## config.mk

```make
export PLATFORM = sky130hd
export DESIGN_NAME = axi_line_master
export DESIGN_NICKNAME = d
export VERILOG_FILES = /design/src/rtl/axi_line_master.sv
export SDC_FILE = /design/constraint.sdc
export NUM_CORES = 1
export LEC_CHECK = 0
export CAP_MARGIN = 20
export CORE_ASPECT_RATIO = 0.8
export CORE_MARGIN = 10
export CORE_UTILIZATION = 30
export CTS_BUF_LIST = sky130_fd_sc_hd__clkbuf_16
export DETAILED_ROUTE_END_ITERATION = 8
export SYNTH_ARGS = -nofsm -noshare
export SYNTH_HDL_FRONTEND = slang
export SYNTH_SLANG_ARGS = --single-unit
export TNS_END_PERCENT = 20
```

## constraint.sdc

```tcl
create_clock -name ACLK -period 2.15 [get_ports ACLK]
set_clock_uncertainty 0.05 [all_clocks]
set_input_delay 0.43 -clock ACLK [delete_from_list [all_inputs] [get_ports ACLK]]
set_output_delay 0.43 -clock ACLK [all_outputs]
set_load 0.01 [all_outputs]
```

## src/rtl/axi_line_master.sv

```systemverilog
// AXI4 line master: moves one whole cache line per request, as a single INCR
// read burst (refill) or a single INCR write burst (writeback).
module axi_line_master #(
  parameter int unsigned DATA_WIDTH = 32,
  parameter int unsigned ADDR_WIDTH = 32,
  parameter int unsigned ID_WIDTH   = 2,
  parameter int unsigned USER_WIDTH = 4,
  parameter int unsigned LINE_WORDS = 4,
  parameter int unsigned MASTER_ID  = 0
) (
  input  logic                             ACLK,
  input  logic                             ARESET,
  // Cache controller side
  input  logic                             req_valid,
  output logic                             req_ready,
  input  logic                             req_write,
  input  logic [ADDR_WIDTH-1:0]            req_addr,
  input  logic [LINE_WORDS*DATA_WIDTH-1:0] req_wline,
  output logic                             done,
  output logic                             done_err,
  output logic [LINE_WORDS*DATA_WIDTH-1:0] rline,
  // Write address channel
  output logic [ID_WIDTH-1:0]              m_AWID,
  output logic [ADDR_WIDTH-1:0]            m_AWADDR,
  output logic [7:0]                       m_AWLEN,
  output logic [2:0]                       m_AWSIZE,
  output logic [1:0]                       m_AWBURST,
  output logic                             m_AWVALID,
  input  logic                             m_AWREADY,
  // Write data channel
  output logic [DATA_WIDTH-1:0]            m_WDATA,
  output logic [DATA_WIDTH/8-1:0]          m_WSTRB,
  output logic                             m_WLAST,
  output logic                             m_WVALID,
  input  logic                             m_WREADY,
  // Write response channel
  input  logic [ID_WIDTH-1:0]              m_BID,
  input  logic [1:0]                       m_BRESP,
  input  logic                             m_BVALID,
  output logic                             m_BREADY,
  // Read address channel
  output logic [ID_WIDTH-1:0]              m_ARID,
  output logic [ADDR_WIDTH-1:0]            m_ARADDR,
  output logic [7:0]                       m_ARLEN,
  output logic [2:0]                       m_ARSIZE,
  output logic [1:0]                       m_ARBURST,
  output logic                             m_ARVALID,
  input  logic                             m_ARREADY,
  // Read data channel
  input  logic [ID_WIDTH-1:0]              m_RID,
  input  logic [DATA_WIDTH-1:0]            m_RDATA,
  input  logic [1:0]                       m_RRESP,
  input  logic                             m_RLAST,
  input  logic                             m_RVALID,
  output logic                             m_RREADY,
  // Sideband, all tied off / ignored
  output logic                             m_AxLOCK,
  output logic [3:0]                       m_AxCACHE,
  output logic [2:0]                       m_AxPROT,
  output logic [3:0]                       m_AxQOS,
  output logic [3:0]                       m_AxREGION,
  output logic [USER_WIDTH-1:0]            m_AxUSER,
  output logic [USER_WIDTH-1:0]            m_WUSER,
  input  logic [USER_WIDTH-1:0]            m_BUSER,
  input  logic [USER_WIDTH-1:0]            m_RUSER
);

  localparam int unsigned CNT_WIDTH   = $clog2(LINE_WORDS);
  localparam int unsigned OFFSET_BITS = $clog2(LINE_WORDS * DATA_WIDTH / 8);
  localparam int unsigned SIZE_CODE   = $clog2(DATA_WIDTH / 8);

  typedef enum logic [2:0] {
    StIdle, StAr, StR, StRFin, StAw, StW, StB, StDone
  } state_e;

  state_e                                 state_q;
  logic [CNT_WIDTH-1:0]                   cnt_q;
  logic                                   err_q;
  logic [ADDR_WIDTH-1:0]                  addr_q;
  logic [LINE_WORDS-1:0][DATA_WIDTH-1:0]  wline_q;
  logic [LINE_WORDS-1:0][DATA_WIDTH-1:0]  rline_q;
  logic                                   arvalid_q;
  logic                                   rready_q;
  logic                                   awvalid_q;
  logic                                   wvalid_q;
  logic                                   bready_q;
  logic                                   done_q;
  logic                                   done_err_q;
  logic                                   last_beat;

  assign last_beat = (cnt_q == CNT_WIDTH'(LINE_WORDS - 1));

  // Single FSM: payload and all handshake/status outputs are registered here.
  always_ff @(posedge ACLK) begin
    if (ARESET) begin
      state_q    <= StIdle;
      cnt_q      <= '0;
      err_q      <= 1'b0;
      addr_q     <= '0;
      wline_q    <= '0;
      rline_q    <= '0;
      arvalid_q  <= 1'b0;
      rready_q   <= 1'b0;
      awvalid_q  <= 1'b0;
      wvalid_q   <= 1'b0;
      bready_q   <= 1'b0;
      done_q     <= 1'b0;
      done_err_q <= 1'b0;
    end else begin
      done_q     <= 1'b0;
      done_err_q <= 1'b0;
      unique case (state_q)
        StIdle: begin
          if (req_valid) begin
            addr_q  <= {req_addr[ADDR_WIDTH-1:OFFSET_BITS], {OFFSET_BITS{1'b0}}};
            wline_q <= req_wline;
            err_q   <= 1'b0;
            cnt_q   <= '0;
            if (req_write) begin
              awvalid_q <= 1'b1;
              state_q   <= StAw;
            end else begin
              arvalid_q <= 1'b1;
              state_q   <= StAr;
            end
          end
        end
        StAr: begin
          if (m_ARREADY) begin
            arvalid_q <= 1'b0;
            rready_q  <= 1'b1;
            state_q   <= StR;
          end
        end
        StR: begin
          if (m_RVALID) begin
            rline_q[cnt_q] <= m_RDATA;
            // RLAST must line up with our own beat count; it never ends the burst.
            if ((m_RRESP != 2'b00) || (m_RLAST != last_beat)) begin
              err_q <= 1'b1;
            end
            if (last_beat) begin
              cnt_q    <= '0;
              rready_q <= 1'b0;
              state_q  <= StRFin;
            end else begin
              cnt_q <= cnt_q + CNT_WIDTH'(1);
            end
          end
        end
        StRFin: begin
          // Final beat and its error contribution are now registered.
          done_q     <= 1'b1;
          done_err_q <= err_q;
          state_q    <= StDone;
        end
        StAw: begin
          if (m_AWREADY) begin
            awvalid_q <= 1'b0;
            wvalid_q  <= 1'b1;
            state_q   <= StW;
          end
        end
        StW: begin
          if (m_WREADY) begin
            if (last_beat) begin
              cnt_q    <= '0;
              wvalid_q <= 1'b0;
              bready_q <= 1'b1;
              state_q  <= StB;
            end else begin
              cnt_q <= cnt_q + CNT_WIDTH'(1);
            end
          end
        end
        StB: begin
          if (m_BVALID) begin
            bready_q   <= 1'b0;
            err_q      <= err_q | (m_BRESP != 2'b00);
            done_q     <= 1'b1;
            done_err_q <= err_q | (m_BRESP != 2'b00);
            state_q    <= StDone;
          end
        end
        StDone: begin
          state_q <= StIdle;
        end
        default: begin
          state_q <= StIdle;
        end
      endcase
    end
  end

  assign req_ready = (state_q == StIdle);
  assign done      = done_q;
  assign done_err  = done_err_q;
  assign rline     = rline_q;

  assign m_AWID    = ID_WIDTH'(MASTER_ID);
  assign m_AWADDR  = addr_q;
  assign m_AWLEN   = 8'(LINE_WORDS - 1);
  assign m_AWSIZE  = 3'(SIZE_CODE);
  assign m_AWBURST = 2'b01;
  assign m_AWVALID = awvalid_q;

  // WDATA/WLAST are a mux of registered state, so they hold while WREADY is low.
  assign m_WDATA   = wline_q[cnt_q];
  assign m_WSTRB   = '1;
  assign m_WLAST   = last_beat & wvalid_q;
  assign m_WVALID  = wvalid_q;

  assign m_BREADY  = bready_q;

  assign m_ARID    = ID_WIDTH'(MASTER_ID);
  assign m_ARADDR  = addr_q;
  assign m_ARLEN   = 8'(LINE_WORDS - 1);
  assign m_ARSIZE  = 3'(SIZE_CODE);
  assign m_ARBURST = 2'b01;
  assign m_ARVALID = arvalid_q;

  assign m_RREADY  = rready_q;

  assign m_AxLOCK   = 1'b0;
  assign m_AxCACHE  = '0;
  assign m_AxPROT   = '0;
  assign m_AxQOS    = '0;
  assign m_AxREGION = '0;
  assign m_AxUSER   = '0;
  assign m_WUSER    = '0;

  logic unused_inputs;
  assign unused_inputs = ^{m_BID, m_RID, m_BUSER, m_RUSER, req_addr[OFFSET_BITS-1:0]};

endmodule

```

Yosys cells after proc, flatten, opt, wreduce, memory -nomap -nowiden
Index checks and enable logic that the tools add are counted.
- add/sub/neg operators: 1
- $mul: 0
- divide/modulo/power cells: 0
- order comparisons: 2
- eq/ne operators: 20
- shifts and indexed selects: 0
- mux-type cells: 48
- bitwise gates (word level): 2
- reduce and logical (&&, ||, !) cells: 22
- operators with widths (kind ; count):
    $bwmux 128 ; 1
    $bmux 32 s2 ; 1
    $demux 32 s2 ; 1
    $mux 32 ; 2
    $mux 3 ; 9
    $pmux 3 s8 ; 1
    $reduce_and 4->1 ; 6
    $mux 1 ; 20
    $ne 2x2->1 const B ; 10
    $pmux 1 s2 ; 7
    $reduce_bool 2->1 ; 7
    $eq 3x3->1 const B ; 4
    $mux 2 ; 4
    $reduce_and 8->1 ; 1
    $eq 3x2->1 const B ; 2
    $pmux 2 s3 ; 1
    $reduce_bool 3->1 ; 2
    $reduce_and 5->1 ; 1
    $reduce_and 2->1 ; 2
    $eq 3x1->1 const B ; 1
    $logic_not 3->1 ; 1
    $lt 2x3->1 const B ; 1
    $pmux 1 s3 ; 1
    $add 2x1->2 const B ; 1
    other kinds (8) ; 8
- register bits: 297
- latch bits: 0
- memory bits (writable): 0
- memory bits (read-only): 0
- bits of input ports: 218
- output and inout port bits: 291
- logic and storage cells: 114
- memories: 0

Logic depth before layout (Yosys ltp)
Gate-level depths: netlist (run 1).
- depth after elaboration: 6
- mapped depth: 9
- gate-level depth less buffers: 6

Least setup slack after synthesis (run 1)
No wires, ideal clock.
- path type: register -> register
- from: reg cnt_q[1]
- to: reg rline_q (netlist bit rline[60])
- library setup time: 0.070 ns
- arrival time: 1.848 ns
- data required time: 2.030 ns
- setup slack: 0.181 ns
- cell stages (with the launch flop): 9
- buffers on the path: 3
- clock period less this slack: 1.969 ns
- cell sequence: dfxtp_1 > clkbuf_1 > buf_1 > inv_1 > ha_1 > nand2_1 > clkbuf_1 > nand2_1 > a21oi_1
- longest elaborated chain between the ends: 5
- elaborated cells between the ends (all ways): 6
- classes of those cells: 2 x order compare; 3 x mux; 1 x reduce/logical
- RTL lines (what ; RTL line ; source):
    start: declaration ; 77 ; logic [CNT_WIDTH-1:0] cnt_q;
    start signal: assignment ; 147 ; cnt_q <= cnt_q + CNT_WIDTH'(1);
    start signal: assignment ; 172 ; cnt_q <= cnt_q + CNT_WIDTH'(1);
    $lt 2x3->1 (not written as such) / $ge 2x1->1 (equally long branches) ; 137 ; rline_q[cnt_q] <= m_RDATA;
    $logic_and 1x1->1 (not written as such) ; 137 ;
    $mux 32 (not written as such) ; 137 ;
    $demux 32 s2 (*) ; 137 ;
    $bwmux 128 (*) ; 137 ;
    end signal: indexed assignment ; 137 ;
    end: declaration ; 81 ; logic [LINE_WORDS-1:0][DATA_WIDTH-1:0] rline_q;
Mark *: on every way between the ends. The rest lies on a longest branch, timed or not.
A chain may end at the register's enable or synchronous reset.

Final worst setup path (run 1)
- from: reg cnt_q[0]
- to: out m_WDATA[19]
- longest elaborated chain between the ends: 2
- RTL lines (what ; RTL line ; source):
    $bmux 32 s2 ; 208 ; assign m_WDATA = wline_q[cnt_q];
    $mux 32 (not written as such) ; 208 ;
    end: declaration ; 31 ; output logic [DATA_WIDTH-1:0] m_WDATA,
No other way between the ends. The select of a mux whose other input is x is not followed.

==> metrics, run 1 <==
top flip-flop cell by instance count after synthesis dfxtp_1; floorplan die area 0.0488 sq mm; number of flops mapped to enable cells by yosys 0; initial antenna violation count 4; clock insertion delay at the later pin of the skew report 0.56 ns; final critical-path required period 2.44 ns; total standard cell area after synthesis 0.0121 sq mm; critical-path maximum fanout 5; clock-pin slew of the registers on the worst-case setup and hold paths 0.06 ns; number of buffers on the longest clock path 3; dominant cell type by count on the critical path buf_12; Power Dens Cells 955 mW/mm^2; ordered list of cells on the worst path buf_12 -> buf_12 -> buf_4 -> mux4_2 -> buf_6; worst setup slack after placement -0.0428 ns; area inside the core boundary 0.0396 sq mm; detail-routed net length per standard cell 18.2 um; gate count of the mapped netlist 1470; share of the yosys chip area belonging to registers 49.1%; unrepaired setup endpoints after global routing yes; switching power 5.16 mW; Achievable Freq 0.409 GHz; Die Wd 245 um; largest area contributor in the synthesized netlist dfxtp_1; Power Total 16.9 mW; max-cap viol count 0; WS Path Type flip-flop to output port; setup slack after layout -0.292 ns; via count of the first global-routing pass 10600; global routing usage summed across all routing layers 16.7%; number of buffers added by the clock tree synthesis step 31; number of unique standard cell types used by synthesis 36; kind of start point of the critical path flip-flop; minimum hold slack 0.229 ns; run status complete, but fails checks; Final ANT Viol Nets 0; Avg Vias per Cell 4.48; ys async rst share 0%; total grt overflow 0; P_leak 6.35 nW; Data arrival, critical path 1.96 ns; synth top area cells dfxtp_1 (49%), nand2_1 (18%), a21oi_1 (12%); sequential cell fraction of total power 38.9%; violated checks negative setup slack; final worst-path cycle share 114%; worst vdd rail ir drop 0.000579 V; total of hold buffers inserted after clock tree synthesis 0; global-route wire length before repair 64800 um; fraction of post-synthesis cell area in the top cell type by area 49.1%; count of endpoints failing hold in the final timing report 0; cell row count 65; count of port buffers added during placement 426; WL final 43600 um; most common library cell in the layout ignoring fill and taps nand2_1; Sum Neg Setup Slack -5.95 ns; starting utilization of the core area 30.6%; share of total power consumed by net switching 30.5%; number of design rule violations left after detail routing 0; fraction of layout instances using a drive strength above 1 9.47%; root buffer cell clkbuf_16; chip height 200 um; total of flip-flops plus latches after synthesis 297; cell at the slowest stage of the critical path mux4_2; Post-layout nets 2060; CP peak stage delay 0.52 ns; count of yosys warnings during synthesis 0; Pre-antenna DRT Iters 6; detailed placement HPWL 31200 um; final estimated routing congestion in global placement 0.801; Internal Dissipation 11.8 mW; total of endpoints with negative setup slack in the final report 33; Boundary Pins 509; Post-Syn Area per Cell 8.23 sq um; required time of the critical path 1.67 ns; commonest cells after routing, fill and taps aside nand2_1 (579), clkdlybuf4s50_1 (391), dfxtp_1 (295), a21oi_1 (292), conb_1 (66); CTS tree built; TritonCTS sink count 297; portion of total power attributed to combinational logic 28.0%; Clk pwr share 33.1%; P&R area growth vs syn 46.5%; CTS H-tree lvls 1; Via Count 10700; pin count of the biggest net entering global routing 72; path category of the worst min-delay check primary input to flip-flop; count of final max-slew check failures 0; Crit. End Element output port; initial detailed-routing violation count 551
-- area by class of cell --
cell class                      count  area, sq um
Fill cell                        3920        21900
Sequential cell                   297         5950
Multi-Input combinational cell   1030         5100
Timing Repair Buffer              472         4930
Clock buffer                       31          776
Tap cell                          536          671
Clock inverter                     24          270
Inverter                            5         18.8
Antenna cell                        3         7.51
-- Yosys cell counts, types with 5 or more instances --
| cell type | count |
|---|---|
| a21oi_1 | 292 |
| and2_1 | 8 |
| buf_2 | 20 |
| buf_4 | 110 |
| buf_6 | 14 |
| clkbuf_1 | 55 |
| dfxtp_1 | 297 |
| ha_1 | 5 |
| inv_1 | 5 |
| mux4_2 | 32 |
| nand2_1 | 580 |
| nor2_1 | 11 |
-- worst paths after layout --
| path | from | to | slack [ns] | cells past startpoint |
|---|---|---|---|---|
| min | ARESET | cnt_q[1]$_SDFFE_PP0P_ | 0.23 | 2 |
| min reg2reg | rline[36]$_SDFFE_PP0P_ | rline[36]$_SDFFE_PP0P_ | 0.40 | 2 |
| max | cnt_q[0]$_SDFFE_PP0P_ | m_WDATA[19] | -0.29 | 5 |
| max reg2reg | cnt_q[0]$_SDFFE_PP0P_ | state_q[1]$_SDFFE_PP0P_ | 0.10 | 9 |
-- cells by family (layout without fill, tap and decap cells) --
kind of cell	Yosys count	in the layout	synth area share, %
AO/OA/AOI/OAI	305	305	13.1
XOR/XNOR	2	2	0.145
adder cells (fa/ha/maj)	5	5	0.517
buffers and inverters	207	532	10.9
flip-flops	297	297	49.1
multiplexers	37	37	6.42
other	2	69	0.0621
AND/OR/NAND/NOR	615	615	19.7
-- sequential cells by signal (all words and copies together), names as in the netlist --
register   cells
m_AWVALID      1
done_err       1
m_WVALID       1
state_q        3
m_ARADDR      28
cnt_q          2
m_BREADY       1
m_RREADY       1
wline_q      128
done           1
err_q          1
rline        128
m_ARVALID      1
-- metrics by stage --
stage,area [sq um],util (%),cells
after floorplan,12300,-,1534
after detailed placement,16600,41.9,2330
after CTS,17700,44.8,2395
after global routing,17700,44.8,2397
after global placement,16600,41.9,2330
final,17700,44.8,2398
-- per-layer routing --
layer	up-vias	wire length [um]	global-route usage, %
li1	5367	-	-
met1	5070	18400	20.8
met2	256	21800	29.0
met3	48	2600	3.74
met4	2	839	4.11
met5	-	13	0
-- repair_timing --
item | 4_1_cts | 5_1_grt
pin swaps | 0 | 0
cloned | 2 | 0
resized for setup | 156 | 7
setup buffers | 8 | 1
setup endpoints to repair | 34 | 35
-- worst max-delay path: cells and delay by family, from the launching register on --
kind                   cells  cell delay [ns]
buffers and inverters      4             0.51
flip-flops                 1             0.35
multiplexers               1             0.52
-- power groups by stage --
stage	Combinational (mW)	Sequential, mW	Clock [mW]
after global routing	5.20	6.67	5.95
after floorplan	2.88	6.66	0
after detailed placement	4.73	6.71	0
final	4.74	6.59	5.61
after CTS	4.80	6.59	5.76
after global placement	4.70	6.68	0
Power figures use the tool's default switching activity.
==> inputs of run 2 (changes only) <==
--- a/config.mk
+++ b/config.mk
@@ -5,12 +5,12 @@
 export SDC_FILE = /design/constraint.sdc
 export NUM_CORES = 1
 export LEC_CHECK = 0
-export CAP_MARGIN = 20
 export CORE_ASPECT_RATIO = 0.8
 export CORE_MARGIN = 10
 export CORE_UTILIZATION = 30
 export CTS_BUF_LIST = sky130_fd_sc_hd__clkbuf_16
 export DETAILED_ROUTE_END_ITERATION = 8
+export SETUP_SLACK_MARGIN = 0.05
 export SYNTH_ARGS = -nofsm -noshare
 export SYNTH_HDL_FRONTEND = slang
 export SYNTH_SLANG_ARGS = --single-unit
==> metrics, run 2 (synthesis results as in run 1) <==
run status complete, but fails checks; violated checks negative setup slack; Cell Area, Placed 0.0166 sq mm (unchanged); count of final max-slew check failures 0 (unchanged); number of buffers and inverters on the critical path 4 (unchanged); Post-layout nets 2060 (unchanged); global routing usage summed across all routing layers 16.7% (unchanged); dominant cell type by count on the critical path buf_12; floorplan die area 0.0488 sq mm (unchanged); detailed placement HPWL 31200 um (unchanged); Crit. End Element output port; dominant delay contributor by cell family on the critical path multiplexers; count of port buffers added during placement 426 (unchanged); P_leak 6.37 nW (+0.28%); Achievable Freq 0.409 GHz (about the same); cell at the slowest stage of the critical path mux4_2; cell count after placement 2330 (unchanged); pin count of the biggest net entering global routing 72 (unchanged); TritonCTS sink count 297 (unchanged); commonest cells after routing, fill and taps aside nand2_1 (579), clkdlybuf4s50_1 (390), dfxtp_1 (295), a21oi_1 (292), conb_1 (66); area inside the core boundary 0.0396 sq mm (unchanged); CTS H-tree lvls 1 (unchanged); Power Dens Cells 955 mW/mm^2 (about the same); Pre-antenna DRT Iters 5 (-1); Avg Vias per Cell 4.48 (+0.11%); Sum Neg Setup Slack -6.00 ns (-0.0435 ns); Data arrival, critical path 1.96 ns (about the same); fraction of layout instances using a drive strength above 1 9.47% (unchanged); number of buffers added by the clock tree synthesis step 31 (unchanged); ordered list of cells on the worst path buf_12 -> buf_12 -> buf_4 -> mux4_2 -> buf_6; worst vdd rail ir drop 0.000582 V (+0.37%); starting utilization of the core area 30.6% (unchanged); chip height 200 um (unchanged); path category of the worst min-delay check primary input to flip-flop; Via Count 10800 (+0.11%); number of design rule violations left after detail routing 0 (unchanged); Boundary Pins 509 (unchanged); final design utilization 44.8% (about the same); total area of multi-input combinational cells 0.00510 sq mm (unchanged); total of hold buffers inserted after clock tree synthesis 0 (unchanged); initial antenna violation count 4 (unchanged); global-route wire length before repair 64800 um (unchanged); CP peak stage delay 0.52 ns (about the same); final estimated routing congestion in global placement 0.801 (unchanged); final standard cell count with taps included and fillers excluded 2398 (unchanged); cell row count 65 (unchanged); setup slack after layout -0.293 ns (-0.00115 ns); Final ANT Viol Nets 0 (unchanged); minimum hold slack 0.229 ns (+0.000793 ns); WS Path Type flip-flop to output port; P&R area growth vs syn 46.6% (about the same); count of endpoints failing hold in the final timing report 0 (unchanged); via count of the first global-routing pass 10600 (unchanged); final std cell area, no fill 0.0177 sq mm (about the same); CTS tree built; number of buffers on the longest clock path 3 (unchanged); kind of start point of the critical path flip-flop; clock-pin slew of the registers on the worst-case setup and hold paths 0.06 ns (about the same); detail-routed net length per standard cell 18.2 um (about the same); clock insertion delay at the later pin of the skew report 0.57 ns (about the same); most common library cell in the layout ignoring fill and taps nand2_1; FF/Latch Area 0.00595 sq mm (unchanged); Die Wd 245 um (unchanged); initial detailed-routing violation count 575 (+4.4%); final critical-path required period 2.44 ns (+0.00115 ns); total of endpoints with negative setup slack in the final report 33 (unchanged); Power Total 16.9 mW (about the same); filler cell count 3918 (-0.051%); critical-path maximum fanout 5 (unchanged); root buffer cell clkbuf_16; final worst-path cycle share 114% (about the same); required time of the critical path 1.67 ns (about the same); WL final 43600 um (about the same); max-cap viol count 0 (unchanged); unrepaired setup endpoints after global routing yes; worst setup slack after placement -0.0428 ns (unchanged); total grt overflow 0 (unchanged)
run 2: cell types whose count changed in the layout (fill, tap and decap cells not counted):
cell	previous run	this run
dlymetal6s2s_1	0	1
clkdlybuf4s50_1	391	390
clkdlybuf4s15_2	0	1
clkbuf_2	1	0
run 2: final timing paths:
check | depth (start not counted) | from | to | slack (ns)
setup / recovery | 5 | cnt_q[0]$_SDFFE_PP0P_ | m_WDATA[19] | -0.29
hold / removal | 2 | ARESET | cnt_q[1]$_SDFFE_PP0P_ | 0.23
setup reg to reg | 9 | cnt_q[0]$_SDFFE_PP0P_ | state_q[1]$_SDFFE_PP0P_ | 0.11
hold reg to reg | 2 | rline[36]$_SDFFE_PP0P_ | rline[36]$_SDFFE_PP0P_ | 0.40
run 2: metal layers:
metal  part of all wire, %  GRT usage [%]  wire (um)
met2                    50           29.0      21800
met1                    42           20.8      18200
met5                 0.030              0         13
met4                   1.9           4.11        841
met3                   6.2           3.74       2690
run 2: cell type report:
| cell class | count | share of cell area, % |
|---|---|---|
| clock inverter | 24 | 1.52 |
| clock buffer | 31 | 4.37 |
| sequential | 297 | 33.6 |
| antenna | 3 | 0.0423 |
| timing repair buffer | 472 | 27.9 |
| inverter | 5 | 0.106 |
| tap | 536 | 3.78 |
| multi-input combinational | 1030 | 28.8 |
run 2: where the power goes:
group,internal [mW],switching [mW],leakage (nW)
combinational,2.27,2.48,3.42
sequential,6.19,0.401,2.42
clock,3.32,2.28,0.525
total,11.8,5.16,6.37
run 2: what timing repair did:
action                     4_1_cts  5_1_grt
setup endpoints to repair       34       36
cloned                           2        0
resized for setup              158        6
buffers inserted                 8        1
==> inputs of run 3 (changes only) <==
--- a/config.mk
+++ b/config.mk
@@ -10,7 +10,7 @@
 export CORE_UTILIZATION = 30
 export CTS_BUF_LIST = sky130_fd_sc_hd__clkbuf_16
 export DETAILED_ROUTE_END_ITERATION = 8
-export SETUP_SLACK_MARGIN = 0.05
+export SETUP_SLACK_MARGIN = 0.15
 export SYNTH_ARGS = -nofsm -noshare
 export SYNTH_HDL_FRONTEND = slang
 export SYNTH_SLANG_ARGS = --single-unit
==> metrics, run 3 (synthesis results as in run 1) <==
run status complete, but fails checks; violated checks negative setup slack; CTS tree built; TritonCTS sink count 297 (unchanged); sequential cell fraction of total power 38.8% (about the same); Internal Dissipation 11.8 mW (-0.27%); Die Wd 245 um (unchanged); floorplan die area 0.0488 sq mm (unchanged); initial detailed-routing violation count 538 (-6.4%); detailed placement HPWL 31200 um (unchanged); count of final max-slew check failures 0 (unchanged); total of hold buffers inserted after clock tree synthesis 0 (unchanged); count of endpoints failing hold in the final timing report 0 (unchanged); Final ANT Viol Nets 0 (unchanged); WL final 43900 um (+0.68%); total grt overflow 0 (unchanged); setup slack after layout -0.289 ns (+0.00421 ns); Avg Vias per Cell 4.48 (about the same); hold path startpoint ARESET; minimum hold slack 0.228 ns (-0.00160 ns); number of buffers on the longest clock path 3 (unchanged); required time of the critical path 1.67 ns (about the same); Post-layout nets 2063 (+0.15%); cell row count 65 (unchanged); Crit. End Element output port; unrepaired setup endpoints after global routing yes; Pre-antenna DRT Iters 6 (+1); starting utilization of the core area 30.6% (unchanged); final estimated routing congestion in global placement 0.801 (unchanged); global-route wire length before repair 64900 um (about the same); filler cell count 3905 (-0.33%); final critical-path required period 2.44 ns (-0.00421 ns); area inside the core boundary 0.0396 sq mm (unchanged); most common library cell in the layout ignoring fill and taps nand2_1; P&R area growth vs syn 49.8%; launch point of the worst reg-to-reg path cnt_q[0]$_SDFFE_PP0P_; critical-path maximum fanout 5 (unchanged); number of buffers added by the clock tree synthesis step 31 (unchanged); Achievable Freq 0.410 GHz (+0.17%); clock-pin slew of the registers on the worst-case setup and hold paths 0.06 ns (about the same); Power Dens Cells 936 mW/mm^2 (-2.0%); cell count after placement 2330 (unchanged); global routing usage summed across all routing layers 16.8% (about the same); Boundary Pins 509 (unchanged); worst vdd rail ir drop 0.000579 V (-0.44%); share of total power consumed by net switching 30.7% (+0.28 points); initial antenna violation count 5 (+1); Data arrival, critical path 1.96 ns (about the same); commonest cells after routing, fill and taps aside nand2_1 (560), dfxtp_1 (294), a21oi_1 (265), clkdlybuf4s50_1 (263), dlygate4sd2_1 (70); detail-routed net length per standard cell 18.3 um (+0.47%); total of endpoints with negative setup slack in the final report 33 (unchanged); max-cap viol count 0 (unchanged); P_leak 7.76 nW (+22%); worst setup path startpoint cnt_q[0]$_SDFFE_PP0P_; chip height 200 um (unchanged); pin count of the biggest net entering global routing 72 (unchanged); kind of start point of the critical path flip-flop; final worst-path cycle share 113% (-0.20 points); fraction of layout instances using a drive strength above 1 12.5% (+3.0 points); switching power 5.21 mW (+1.0%); CTS H-tree lvls 1 (unchanged); portion of total power attributed to combinational logic 28.1% (about the same); via count of the first global-routing pass 10600 (+0.095%); clock insertion delay at the later pin of the skew report 0.56 ns (about the same); Clk pwr share 33.1% (about the same); path category of the worst min-delay check primary input to flip-flop; number of design rule violations left after detail routing 0 (unchanged); Via Count 10800 (+0.20%); root buffer cell clkbuf_16; final standard cell count with taps included and fillers excluded 2403 (+0.21%); count of port buffers added during placement 426 (unchanged); WS Path Type flip-flop to output port
==> run 3: layout make-up <==
type / instances / area [sq um] / share of cell area [%]
tap: 536 / 671 / 3.70
clock inverter: 24 / 270 / 1.49
timing repair buffer: 475 / 5130 / 28.3
inverter: 5 / 18.8 / 0.104
multi-input combinational: 1030 / 5290 / 29.2
clock buffer: 31 / 776 / 4.28
sequential: 297 / 5950 / 32.9
antenna: 5 / 12.5 / 0.0690
==> run 3: worst paths after layout <==
| kind | to | slack (ns) | cells after the start |
|---|---|---|---|
| hold reg to reg | rline[36]$_SDFFE_PP0P_ | 0.40 | 2 |
| setup reg to reg | state_q[1]$_SDFFE_PP0P_ | 0.06 | 11 |
| setup / recovery | m_WDATA[19] | -0.29 | 5 |
| hold / removal | m_ARVALID$_SDFFE_PP0P_ | 0.23 | 2 |
==> run 3: timing repair <==
| item | 4_1_cts | 5_1_grt |
|---|---|---|
| resized for setup | 248 | 127 |
| setup endpoints to repair | 108 | 94 |
| buffers inserted | 10 | 1 |
| pin swaps | 3 | 4 |
| gates cloned | 2 | 0 |
==> run 3: worst max-delay path: stages, from the launching register on <==
cell	delay (ns)
dfxtp_4	0.35
buf_12	0.12
buf_12	0.14
buf_6	0.10
mux4_2	0.52
buf_6	0.15
==> run 3: stage by stage <==
step | TNS (ns) | cell area (sq um) | utilization (%) | setup WS [ns] | power, mW
detailed placement | -0.257 | 16600 | 41.9 | -0.0428 | 11.4
finish | -6.94 | 18100 | 45.8 | -0.289 | 17.0
CTS | -8.52 | 17700 | 44.8 | -0.344 | 17.1
floorplan | 0 | 12300 | - | 0.181 | 9.54
global route | -9.20 | 18100 | 45.7 | -0.356 | 17.8
global placement | -0.0252 | 16600 | 41.9 | -0.0178 | 11.4
==> run 3: power by group through the flow <==
stage | combinational [mW] | sequential [mW] | clock, mW
global route | 5.23 | 6.66 | 5.95
global placement | 4.70 | 6.68 | 0
detailed placement | 4.73 | 6.71 | 0
CTS | 4.76 | 6.59 | 5.76
floorplan | 2.88 | 6.66 | 0
finish | 4.77 | 6.58 | 5.62
==> run 3: layer usage <==
| metal | track usage, % | part of all wire, % | wire length, um |
|---|---|---|---|
| met1 | 20.8 | 42 | 18500 |
| met2 | 29.0 | 51 | 22200 |
| met3 | 3.79 | 5.6 | 2450 |
| met4 | 4.23 | 1.7 | 743 |
| met5 | 0 | 0.030 | 13 |
